`config.mk`:
```
export PLATFORM = sky130hd
export DESIGN_NAME = psum_sign_packer
export DESIGN_NICKNAME = d
export VERILOG_FILES = /design/src/rtl/bnn_pkg.sv /design/src/rtl/psum_sign_packer_sat_acc.sv /design/src/rtl/psum_sign_packer.sv
export SDC_FILE = /design/constraint.sdc
export NUM_CORES = 2
export LEC_CHECK = 0
export CORE_ASPECT_RATIO = 0.75
export CORE_MARGIN = 2
export CORE_UTILIZATION = 50
export DETAILED_ROUTE_END_ITERATION = 10
export PLACE_DENSITY_LB_ADDON = 0.1
export RECOVER_POWER = 50
export SLEW_MARGIN = 10
export SYNTH_ARGS = -nofsm -noshare
export SYNTH_HDL_FRONTEND = slang
export SYNTH_SLANG_ARGS = --single-unit
```
`constraint.sdc`:
```
create_clock -name clk_in -period 4.9 [get_ports clk_in]
set_input_delay 0.49 -clock clk_in [delete_from_list [all_inputs] [get_ports clk_in]]
set_output_delay 0.49 -clock clk_in [all_outputs]
set_load 0.005 [all_outputs]
```
`src/rtl/bnn_pkg.sv`:
```
// Shared defaults and FSM encoding for the psum sign packer.
package bnn_pkg;

    localparam int WIDTH_DEF = 14;
    localparam int O_CH_DEF  = 64;
    localparam int OUT_W_DEF = 18;
    localparam int ACC_W_DEF = WIDTH_DEF + 4;

    function automatic int num_words(input int o_ch, input int out_w);
        return (o_ch + out_w - 1) / out_w;
    endfunction

    localparam int NW_DEF = num_words(O_CH_DEF, OUT_W_DEF);

    typedef enum logic [1:0] {
        ST_IDLE  = 2'd0,
        ST_ACCUM = 2'd1,
        ST_EMIT  = 2'd2
    } state_t;

endpackage

```
`src/rtl/psum_sign_packer_sat_acc.sv`:
```
// One output channel: saturating psum accumulator plus the registered sign bit.
module sat_acc #(
    parameter int WIDTH = 14,
    parameter int ACC_W = 18
) (
    input  logic             clk_in,
    input  logic             rst_in,
    input  logic             load,
    input  logic             accum,
    input  logic             last,
    input  logic [WIDTH-1:0] psum,
    input  logic [ACC_W-1:0] thr,
    output logic             sign
);

    localparam logic [ACC_W-1:0] ACC_MAX = {1'b0, {(ACC_W-1){1'b1}}};
    localparam logic [ACC_W-1:0] ACC_MIN = {1'b1, {(ACC_W-1){1'b0}}};

    logic [ACC_W-1:0] acc_q;
    logic [ACC_W-1:0] base;
    logic [ACC_W-1:0] ext;
    logic [ACC_W-1:0] acc_nx;
    logic [ACC_W:0]   sum_w;

    function automatic logic [ACC_W-1:0] sat(input logic [ACC_W:0] w);
        if (w[ACC_W] != w[ACC_W-1])
            return w[ACC_W] ? ACC_MIN : ACC_MAX;
        return w[ACC_W-1:0];
    endfunction

    // The first beat of a set overwrites rather than adds, so no clear cycle is needed.
    assign base   = load ? '0 : acc_q;
    assign ext    = ACC_W'($signed(psum));
    assign sum_w  = {base[ACC_W-1], base} + {ext[ACC_W-1], ext};
    assign acc_nx = sat(sum_w);

    // Sign of a saturating acc-thr equals the exact signed comparison.
    always_ff @(posedge clk_in or negedge rst_in) begin
        if (!rst_in) begin
            acc_q <= '0;
            sign  <= 1'b0;
        end else begin
            if (load || accum)
                acc_q <= acc_nx;
            if (last)
                sign <= ($signed(acc_nx) >= $signed(thr));
        end
    end

endmodule

```
`src/rtl/psum_sign_packer.sv`:
```
// Accumulates multi-pass psums per channel and emits packed sign bits as OUT_W words.
// Optional per-channel threshold: define PSUM_SIGN_PACKER_BIAS_EN to add bias_in.
module psum_sign_packer
    import bnn_pkg::*;
#(
    parameter int WIDTH = WIDTH_DEF,
    parameter int O_CH  = O_CH_DEF,
    parameter int OUT_W = OUT_W_DEF,
    parameter int ACC_W = WIDTH + 4
) (
    input  logic                  clk_in,
    input  logic                  rst_in,
    input  logic [O_CH*WIDTH-1:0] psum_in,
    input  logic                  psum_valid_in,
    output logic                  psum_ready_out,
    input  logic [7:0]            pass_num_in,
`ifdef PSUM_SIGN_PACKER_BIAS_EN
    input  logic [O_CH*WIDTH-1:0] bias_in,
`endif
    output logic [OUT_W-1:0]      act_out,
    output logic                  act_valid_out,
    input  logic                  act_ready_in,
    output logic                  act_last_out
);

    localparam int NW = num_words(O_CH, OUT_W);
    localparam int PW = NW * OUT_W;
    localparam int IW = (NW > 1) ? $clog2(NW) : 1;

    state_t          state;
    logic [7:0]      count;
    logic [7:0]      total;
    logic [IW-1:0]   widx;
    logic            act_valid_q;
    logic            act_last_q;
    logic [O_CH-1:0] s_q;

    logic            beat;
    logic            ld;
    logic            acc_en;
    logic            last_beat;
    logic            xfer;
    logic [7:0]      total_first;
    logic [PW-1:0]   padded;
    logic [OUT_W-1:0] word;

    assign psum_ready_out = (state != ST_EMIT);
    assign beat        = psum_valid_in && psum_ready_out;
    assign ld          = beat && (state == ST_IDLE);
    assign acc_en      = beat && (state == ST_ACCUM);
    assign total_first = (pass_num_in == 8'd0) ? 8'd1 : pass_num_in;
    assign last_beat   = ld ? (total_first == 8'd1)
                            : (acc_en && ((count + 8'd1) == total));
    assign xfer        = act_valid_q && act_ready_in;

`ifdef PSUM_SIGN_PACKER_BIAS_EN
    logic [O_CH*WIDTH-1:0] bias_q;

    always_ff @(posedge clk_in or negedge rst_in) begin
        if (!rst_in)
            bias_q <= '0;
        else if (ld)
            bias_q <= bias_in;
    end
`endif

    for (genvar k = 0; k < O_CH; k++) begin : g_ch
        logic [ACC_W-1:0] thr;
`ifdef PSUM_SIGN_PACKER_BIAS_EN
        // A single-pass set has its bias only on the live input, not yet in bias_q.
        assign thr = ACC_W'($signed(ld ? bias_in[WIDTH*(O_CH-k)-1 -: WIDTH]
                                       : bias_q[WIDTH*(O_CH-k)-1 -: WIDTH]));
`else
        assign thr = '0;
`endif
        sat_acc #(
            .WIDTH (WIDTH),
            .ACC_W (ACC_W)
        ) u_acc (
            .clk_in (clk_in),
            .rst_in (rst_in),
            .load   (ld),
            .accum  (acc_en),
            .last   (last_beat),
            .psum   (psum_in[WIDTH*(O_CH-k)-1 -: WIDTH]),
            .thr    (thr),
            .sign   (s_q[k])
        );
    end

    always_ff @(posedge clk_in or negedge rst_in) begin
        if (!rst_in) begin
            state       <= ST_IDLE;
            count       <= '0;
            total       <= '0;
            widx        <= '0;
            act_valid_q <= 1'b0;
            act_last_q  <= 1'b0;
        end else begin
            case (state)
                ST_IDLE: begin
                    if (ld) begin
                        total <= total_first;
                        count <= 8'd1;
                        if (last_beat) begin
                            state       <= ST_EMIT;
                            widx        <= '0;
                            act_valid_q <= 1'b1;
                            act_last_q  <= (NW == 1);
                        end else begin
                            state <= ST_ACCUM;
                        end
                    end
                end
                ST_ACCUM: begin
                    if (acc_en) begin
                        count <= count + 8'd1;
                        if (last_beat) begin
                            state       <= ST_EMIT;
                            widx        <= '0;
                            act_valid_q <= 1'b1;
                            act_last_q  <= (NW == 1);
                        end
                    end
                end
                ST_EMIT: begin
                    if (xfer) begin
                        if (widx == IW'(NW - 1)) begin
                            state       <= ST_IDLE;
                            widx        <= '0;
                            act_valid_q <= 1'b0;
                            act_last_q  <= 1'b0;
                        end else begin
                            widx       <= widx + IW'(1);
                            act_last_q <= ((widx + IW'(1)) == IW'(NW - 1));
                        end
                    end
                end
                default: state <= ST_IDLE;
            endcase
        end
    end

    // Channel 0 lands at the MSB of word 0; the tail of the last word stays zero.
    always_comb begin
        padded = '0;
        for (int k = 0; k < O_CH; k++)
            padded[PW-1-k] = s_q[k];
    end

    always_comb begin
        word = '0;
        for (int i = 0; i < NW; i++)
            if (widx == IW'(i))
                word = padded[PW-1-OUT_W*i -: OUT_W];
    end

    assign act_out       = act_valid_q ? word : '0;
    assign act_valid_out = act_valid_q;
    assign act_last_out  = act_last_q;

endmodule

```
==> results by group <==
Power
  – Sw Share: 44.76%
  – Worst vdd ir: 0.0003680 V
  – Seq pwr share: 18.0%
  – Leak pwr: 60.58 nW
  – Tot Pwr: 0.1016 W
  – Pwr/cell area: 756.9 nW/um^2
  – Internal power: 0.05614 W
  – Clock power frac: 12.1%
  – Combinational fraction of design power: 69.9%
  – Switching power: 0.04548 W

Drt
  – DR vias/cell: 5.704
  – # DRC: 0
  – Drt wl/cell: 19.07 um
  – Initial detailed-routing violation count: 7344
  – Total wire length: 346.4 mm
  – Drt pass-1 iters: 5
  – Antenna Violating Nets Remaining: 0
  – Vias: 103600

Finish
  – Multi-input gate area: 76840 um^2
  – Register Area: 30980 um^2
  – Layout cells sized above 1: 8.177%
  – Filler instances: 19460
  – Most common cell after layout, fill and taps aside: o21ai_0
  – Nets: 17150
  – Area growth from synthesis to layout: 21.02%
  – Post-Layout Cell Count: 18160
  – Most frequent cells in the layout: o21ai_0, nand2_1, dfrtp_1, and2_1, ha_1

Critical path
  – Setup CP Type: flip-flop to flip-flop
  – Critical Path Start Type: flip-flop
  – FF-to-FF End: g_ch[19].u_acc.acc_q[6]
  – Crit end category: flip-flop
  – CP max FO: 13
  – Slowest-stage cell, CP: dfrtp_1
  – Worst Setup SP: state[0]
  – Critical Path AT: 5.27 ns
  – R2r setup slk: 0.26 ns
  – Cell repeated most along the worst path: buf_4
  – Reg2reg start: state[0]
  – Req. time, crit path: 5.53 ns
  – Worst path cell trace: clkinvlp_4 > nand2_8 > buf_4 > buf_12 > buf_4 > and2_1 > ha_1 > a211oi_1 > nor3_1 > o31ai_1 > a21oi_1 > a41o_1 > a311oi_1 > xor2_1 > buf_4 > maj3_1 > o21ai_0
  – R2R cell count: 17
  – Worst path max stage delay: 0.39 ns

Clocking
  – Longest Clk Path Bufs: 4
  – Clock-pin slew on the worst setup and hold paths: 0.06 ns
  – TritonCTS clock tree: done
  – Clock sinks: 1238
  – Total CTS buffers: 157
  – H-Tree Depth: 4
  – Clk Latency, worst-skew pair: 0.81 ns
  – Root Driver: clkbuf_16

Global routing
  – Vias in the first global route: 100600
  – GRT overflow: 0
  – GRT Total Usage: 29.93%
  – First-pass GRT wire length: 549.3 mm
  – Largest net degree at the start of global routing: 215
  – Antenna violations before repair: 153

STA
  – Slew Viols, Final: 101
  – Peak Freq: 215.7 MHz
  – Period minus WS final: 4.636 ns
  – Final setup violation count: 0
  – Final Hold Fails: 0
  – Worst-margin pin slew: 3.590 ns
  – Slew margin rel.: -139.3%
  – Final setup TNS: 0 ns
  – Clock skew: 0.02512 ns
  – Final Cycle Share: 94.62%

Place
  – Detailed placement HPWL: 261.6 mm
  – Placed Cells: 17800
  – Port bufs: 928
  – Routability Congestion: 0.9471

Floorplanning
  – Chip width: 547.9 um
  – Core Area: 220200 um^2
  – Initial Util: 50.39%
  – Rows: 149
  – # IOs: 929
  – Die H: 412.0 um
  – Die area: 225700 um^2

Outcome
  – Outcome: finished with violations
  – Failing checks: max-capacitance violations, max-slew violations

Logic synthesis
  – Primary FF master, synth: dfrtp_1
  – Cells after Synth: 13630
  – FFs w/ async S/R, synth: 100.0%
  – Mapped Area: 110900 um^2
  – Syn Area/Cell: 8.138 um^2
  – Number of enable flip-flop cells after synthesis: 0
  – Synth unique cells: 97
  – YS warnings: 0
  – #FFs+latches synth: 1238
  – Register area share after synthesis: 27.92%
  – Synth Net Count: 15760

Min path
  – Hold Startpoint: act_ready_in
  – Worst hold path depth: 2
  – Hold Path Sink: act_valid_out
  – Hold crit path type: input pin to flip-flop

Job
  – Max Cap Viol: 1
==> synth_stat cells (all sizes together) (32+ instances only) <==
master / n / area, um^2
a211oi: 126 / 950.9
xnor2: 523 / 4581
o211ai: 68 / 510.5
ha: 1158 / 14490
clkbuf: 490 / 1839
xor2: 392 / 3448
o21ai: 1750 / 8758
buf: 36 / 192.7
inv: 331 / 1242
or3: 85 / 531.8
nand4: 43 / 269.0
dfrtp: 1238 / 30980
a21o: 402 / 3018
fa: 64 / 1281
nor3: 181 / 910.9
and2: 1225 / 7664
o21a: 144 / 1081
a21oi: 1062 / 5319
maj3: 393 / 3934
o21bai: 140 / 1051
or2: 53 / 331.6
nor4: 32 / 200.2
mux2: 32 / 360.4
a211o: 43 / 376.6
a31oi: 77 / 481.7
nand2: 1631 / 6122
nand3: 168 / 840.8
nand2b: 118 / 738.2
nor2: 850 / 3196
o31ai: 105 / 793.3
and3: 104 / 650.6
nor2b: 115 / 719.4
==> flip-flops by register name, indices dropped and copies added, names as in the netlist <==
register	flops
act_valid_out	1
act_last_out	1
count	8
total	8
widx	2
g_ch.u_acc.sign	64
g_ch.u_acc.acc_q	1152
state	2
==> cell families after synthesis <==
| logic type | count (synthesis) | synth area share [%] |
|---|---|---|
| xor gates and xnor gates | 915 | 7.237 |
| AOI/OAI and AO/OA | 4273 | 23.04 |
| and+or+nand+nor | 4672 | 20.47 |
| adders and majority gates | 1615 | 17.76 |
| DFF | 1238 | 27.92 |
| muxes | 63 | 0.6157 |
| buffers and inverters | 857 | 2.951 |
==> layer usage <==
metal / GRT usage, % / share of wire, % / wire [um] / vias up
met3: 4.204 / 5.2 / 18160 / 609
met4: 12.32 / 4.0 / 13960 / 54
met5: 0 / 0.10 / 359 / -
met1: 40.30 / 45 / 157200 / 49270
li1: - / - / - / 51230
met2: 48.26 / 45 / 156700 / 2450
==> through the flow <==
step / hold WS, ns / setup WS (ns) / utilization [%] / instance area (um^2)
after floorplan: 0.1944 / 0.2519 / - / 110900
after global placement: 0.4443 / -0.1414 / 58.50 / 128800
after detailed placement: 0.4500 / -0.2865 / 58.50 / 128800
after CTS: 0.2813 / 0.1740 / 60.90 / 134100
after global routing: 0.3457 / -0.01174 / 60.97 / 134200
final: 0.3363 / 0.2637 / 60.98 / 134300
==> repair_timing <==
| item | in CTS | in global routing |
|---|---|---|
| buffers inserted | 0 | 0 |
| hold endpoints to repair | 87 | 0 |
| resized for setup | 0 | 11 |
| setup endpoints to repair | 0 | 95 |
| hold buffers | 1 | 0 |
==> worst max path at each step <==
stage / slack, ns / to / cells after the start
after floorplan: 0.25 / g_ch[36].u_acc.sign / 20
after global placement: -0.14 / g_ch[18].u_acc.acc_q[15] / 17
after detailed placement: -0.29 / g_ch[19].u_acc.acc_q[15] / 18
after CTS: 0.17 / g_ch[19].u_acc.acc_q[15] / 17
after global routing: -0.01 / g_ch[34].u_acc.acc_q[2] / 19
final: 0.26 / g_ch[19].u_acc.acc_q[6] / 17
==> layout make-up <==
class	count	share of cell area, %
inverters	331	0.9281
well taps	2944	2.743
flip-flops and latches	1238	23.07
multi-input cells	11540	57.23
clock inverters	53	0.5293
repair buffers	1749	11.94
diodes	91	0.1696
clock buffers	219	3.386
==> power by group through the flow <==
| stage | Combinational (W) | Clock (W) | Sequential, W |
|---|---|---|---|
| after floorplan | 0.0514 | 0 | 0.0174 |
| after global placement | 0.0681 | 0 | 0.0183 |
| after detailed placement | 0.0700 | 0 | 0.0184 |
| after CTS | 0.0706 | 0.0125 | 0.0183 |
| after global routing | 0.0796 | 0.0129 | 0.0190 |
| final | 0.0710 | 0.0123 | 0.0183 |
==> critical path: cells and delay by family, from the launching register on <==
family | cells | cell delay (ns)
AOI/OAI and AO/OA | 6 | 1.62
xor gates and xnor gates | 1 | 0.38
adders and majority gates | 2 | 0.41
buffers and inverters | 5 | 1.14
DFF | 1 | 0.39
and+or+nand+nor | 3 | 0.51
Power figures use the tool's default switching activity.
